===== src/rtl/ram_sequencer.sv =====
// Round-robin arbiter and ADDR/DATA/ACK strobe sequencer that lets two requesters
// share a single 16x8 RAM through a level request / one-cycle ack handshake.
module ram_sequencer #(
  parameter int WIDTH         = 8,
  parameter int ADDRESS_WIDTH = 4
) (
  input  logic                     clk,
  input  logic                     rst_n,
  input  logic                     req0,
  input  logic                     we0,
  input  logic [ADDRESS_WIDTH-1:0] addr0,
  input  logic [WIDTH-1:0]         wdata0,
  input  logic                     req1,
  input  logic                     we1,
  input  logic [ADDRESS_WIDTH-1:0] addr1,
  input  logic [WIDTH-1:0]         wdata1,
  output logic                     ack0,
  output logic                     ack1,
  output logic [WIDTH-1:0]         rdata,
  output logic                     busy,
  output logic                     ram_mi,
  output logic                     ram_ro,
  output logic                     ram_ri,
  output logic [WIDTH-1:0]         ram_bus_in,
  input  logic [WIDTH-1:0]         ram_bus_out
);

  typedef enum logic [1:0] {IDLE, ADDR, DATA, ACK} state_t;

  state_t                   state, state_nxt;
  logic                     last;
  logic                     owner;
  logic                     we_l;
  logic [ADDRESS_WIDTH-1:0] addr_l;
  logic [WIDTH-1:0]         wdata_l;
  logic                     any_req;
  logic                     pick;

  // On a tie the port that was not granted most recently wins
  assign any_req = req0 | req1;
  assign pick    = (req0 && req1) ? ~last : req1;

  always_ff @(posedge clk or negedge rst_n) begin
    if (!rst_n) begin
      state   <= IDLE;
      last    <= 1'b1;
      owner   <= 1'b0;
      we_l    <= 1'b0;
      addr_l  <= '0;
      wdata_l <= '0;
      rdata   <= '0;
    end else begin
      state <= state_nxt;
      if (state == IDLE && any_req) begin
        owner   <= pick;
        last    <= pick;
        we_l    <= pick ? we1    : we0;
        addr_l  <= pick ? addr1  : addr0;
        wdata_l <= pick ? wdata1 : wdata0;
      end
      if (state == DATA && !we_l) begin
        rdata <= ram_bus_out;
      end
    end
  end

  // Outputs depend only on registered state, so reset clears them asynchronously
  always_comb begin
    state_nxt  = state;
    ack0       = 1'b0;
    ack1       = 1'b0;
    ram_mi     = 1'b0;
    ram_ro     = 1'b0;
    ram_ri     = 1'b0;
    ram_bus_in = '0;
    busy       = (state != IDLE);
    case (state)
      IDLE: if (any_req) state_nxt = ADDR;
      ADDR: begin
        ram_mi     = 1'b1;
        ram_bus_in = WIDTH'(addr_l);
        state_nxt  = DATA;
      end
      DATA: begin
        if (we_l) begin
          ram_ri     = 1'b1;
          ram_bus_in = wdata_l;
        end else begin
          ram_ro     = 1'b1;
        end
        state_nxt = ACK;
      end
      ACK: begin
        ack0      = ~owner;
        ack1      = owner;
        state_nxt = IDLE;
      end
      default: state_nxt = IDLE;
    endcase
  end

endmodule


===== config.mk =====
export PLATFORM = sky130hd
export DESIGN_NAME = ram_sequencer
export DESIGN_NICKNAME = d
export VERILOG_FILES = /design/src/rtl/ram_sequencer.sv
export SDC_FILE = /design/constraint.sdc
export NUM_CORES = 1
export LEC_CHECK = 0
export CAP_MARGIN = 20
export CORE_MARGIN = 5
export CORE_UTILIZATION = 44
export DETAILED_ROUTE_END_ITERATION = 8
export GPL_ROUTABILITY_DRIVEN = 1
export PLACE_DENSITY = 0.83
export REMOVE_ABC_BUFFERS = 1
export SLEW_MARGIN = 25
export SYNTH_ARGS = -nofsm -noshare
export SYNTH_HDL_FRONTEND = slang
export SYNTH_SLANG_ARGS = --single-unit
export TNS_END_PERCENT = 30

===== constraint.sdc =====
create_clock -name clk -period 2.9 [get_ports clk]
set_clock_uncertainty 0.1 [all_clocks]
set_input_delay 0.58 -clock clk [delete_from_list [all_inputs] [get_ports clk]]
set_output_delay 0.58 -clock clk [all_outputs]
set_load 0.05 [all_outputs]

==> flow_summary.json <==
{
  "die_h_microns": 65.1,
  "diodes": 0,
  "dp.cells": 218,
  "slew_headroom_pct": 58.0,
  "finalCriticalPeriod_ns": 2.77,
  "cts_buffers": 3,
  "routed_wl_microns": 3290,
  "grt_max_degree": 17,
  "async_reset_ff_share_pct": 100,
  "synth_cells": 129,
  "synth_area_leaders": "dfrtp_1 45%, mux2_2 7.6%, a21oi_2 7.2%, ha_1 6.6%, a21oi_1 6.4%",
  "synth_edf_count": 0,
  "cts_tree": "done",
  "period_share_pct": 95.5,
  "syn_area_sq_mm": 0.00134,
  "row_count": 20,
  "avgRoutedWirePerCell_microns": 14.8,
  "grt_overflow_total": 0,
  "grt_pass1_wl_microns": 5810,
  "portBuffers": 59,
  "dieArea_sq_mm": 0.00424,
  "cp_cell_sequence": "inv_1, ha_1, and2_1, clkdlybuf4s50_1",
  "via_per_inst": 5.21,
  "yosysMostFrequentCell": "dfrtp_1",
  "clkLatencyLatePin_ns": 0.31,
  "p_per_area_mw_per_mm2": 1170,
  "setup_tns_ns": 0,
  "critPathMaxStageDelay_ns": 0.82,
  "synth_cell_types": 26,
  "grtUsageTotal_pct": 17.3,
  "required_ns": 2.22,
  "p_leak_nw": 0.846,
  "hp-class": "register to register",
  "tightestPinTransition_ns": 0.629,
  "cts_buffer_depth": 2,
  "fp.coreArea_sq_mm": 0.00298,
  "hold_depth": 2,
  "drv_cap": 0,
  "max_freq_ghz": 0.361,
  "fin_area_sq_mm": 0.00196,
  "min_to": "owner$_DFFE_PN0P_",
  "dp_hpwl_microns": 2630,
  "ys_top_cells_by_count": "24 x dfrtp_1, 17 x a21oi_1, 14 x nand2_1",
  "ios": 60,
  "power_mw": 2.30,
  "antenna_left": 0,
  "drc": 0,
  "drt_iter0_markers": 28,
  "place_area_sq_mm": 0.00194,
  "rsz0062_at_grt": "no",
  "nets": 235,
  "grt_pass1_vias": 1278,
  "rrSetupSlack_ns": 1.14,
  "arrival_ns": 2.09,
  "die_x_microns": 65.1,
  "ir_worst_vdd_mv": 0.711,
  "synth.top_cell.area_share_pct": 45.0,
  "slew_violations": 0,
  "route.vias.total": 1156,
  "first_pass_iters": 4,
  "endpoint_kind": "output port",
  "initial_core_util_pct": 44.8,
  "cts_hold_buf": 0,
  "finalSetupViolations": 0,
  "yosys_most_used_dff": "dfrtp_1",
  "finalHoldViolCount": 0,
  "cp-start-kind": "register",
  "drive_above_1_share_pct": 20.6,
  "globalplace.congestion": 0.771,
  "final_cells": 222,
  "cp_slowest_cell": "clkdlybuf4s50_1",
  "yosysWarnings": 0,
  "synth_top_cell_by_area": "dfrtp_1",
  "antenna_found_initial": 0,
  "synth.avg_cell_area_sq_um": 10.3,
  "setup.worst_path.class": "register to output port",
  "post_cts_resized": 0,
  "seq_area_frac_synth_pct": 47.0,
  "cts_sinks": 25,
  "r2r-end": "state[1]$_DFFE_PN0P_",
  "hp-start": "owner$_DFFE_PN0P_",
  "area_growth_pct": 47.0,
  "post_cts_buffers": 0,
  "rr_startpoint": "state[0]$_DFFE_PN0P_",
  "status": "finished, final reports clean",
  "ys_seq_elements": 25,
  "reg2reg_depth": 4,
  "htreeDepth": 1,
  "clockRootBuffer": "clkbuf_4",
  "path_max_fanout": 5,
  "clk_pin_slew_ns": 0.13
}
==> worst max-delay path, delay by kind of cell, from the launching register on <==
| kind | cells | cell delay, ns |
|---|---|---|
| buffers and inverters | 2 | 0.98 |
| flip-flops | 1 | 0.45 |
| adder cells (fa/ha/maj) | 1 | 0.18 |
| AND/OR/NAND/NOR | 1 | 0.17 |
==> cells by family after synthesis <==
logic type | count (synthesis) | share of synthesized area [%]
AOI/OAI and AO/OA | 38 | 20.1
muxes | 9 | 7.59
DFF | 25 | 47.0
buffers and inverters | 9 | 4.31
and+or+nand+nor | 41 | 14.5
adders and majority gates | 7 | 6.56
==> area by class of cell <==
type | count | area [sq um]
clock buffers | 4 | 26.3
fillers | 252 | 1020
inverters | 3 | 11.3
multi-input cells | 95 | 651
flip-flops and latches | 25 | 627
well taps | 33 | 41.3
repair buffers | 62 | 606
==> how the worst max path moves through the flow <==
stage | slack, ns | from | depth (start not counted) | to
floorplan | 0.15 | state[0]$_DFFE_PN0P_ | 5 | ram_bus_in[0]
global placement | 0.53 | state[0]$_DFFE_PN0P_ | 4 | ram_ri
detailed placement | 0.50 | state[0]$_DFFE_PN0P_ | 4 | ram_ri
CTS | 0.13 | state[0]$_DFFE_PN0P_ | 4 | ram_ri
global route | 0.002 | state[0]$_DFFE_PN0P_ | 4 | ram_ri
finish | 0.13 | state[0]$_DFFE_PN0P_ | 4 | ram_ri
==> registers in the layout, summed over array words and instances, names as in the netlist <==
signal   flops
we_l         1
addr_l       4
owner        1
rdata        8
wdata_l      8
last         1
state        2
==> routing by layer <==
layer	track usage, %	vias up	wire [microns]
li1	-	561	-
met1	20.5	541	1370
met2	31.3	52	1640
met3	5.03	2	275
met4	3.11	0	6
met5	0	-	0
==> stage by stage <==
stage / setup WS (ns) / hold slack (ns) / util, %
2_1_floorplan: 0.149 / 0.184 / -
3_3_place_gp: 0.532 / 0.387 / 65.0
3_5_place_dp: 0.501 / 0.396 / 65.0
4_1_cts: 0.126 / 0.426 / 65.9
5_1_grt: 0.00234 / 0.449 / 65.9
6_report: 0.131 / 0.417 / 65.9
==> placed cells by master, fill, tap and decap left out <==
cell type	count
a21bo_2	1
a21boi_4	1
a21oi_1	17
a21oi_2	11
a22oi_1	4
a31oi_1	1
and2_1	2
and3_1	4
buf_12	1
buf_4	10
clkbuf_1	1
clkbuf_4	3
clkdlybuf4s50_1	51
dfrtp_1	24
dfstp_2	1
ha_1	7
inv_1	3
mux2_2	9
nand2_1	14
nor2_1	13
nor2b_1	6
nor3_1	1
nor3b_2	1
o21a_1	1
o21ai_0	1
o21ai_2	1
==> power by group <==
| group | leakage (nW) | switching (mW) | internal, mW | total [mW] |
|---|---|---|---|---|
| clock | 0.0150 | 0.103 | 0.0538 | 0.157 |
| sequential | 0.286 | 0.109 | 0.533 | 0.642 |
| combinational | 0.545 | 0.933 | 0.571 | 1.50 |
No activity file was read; power rests on OpenSTA's default activity.
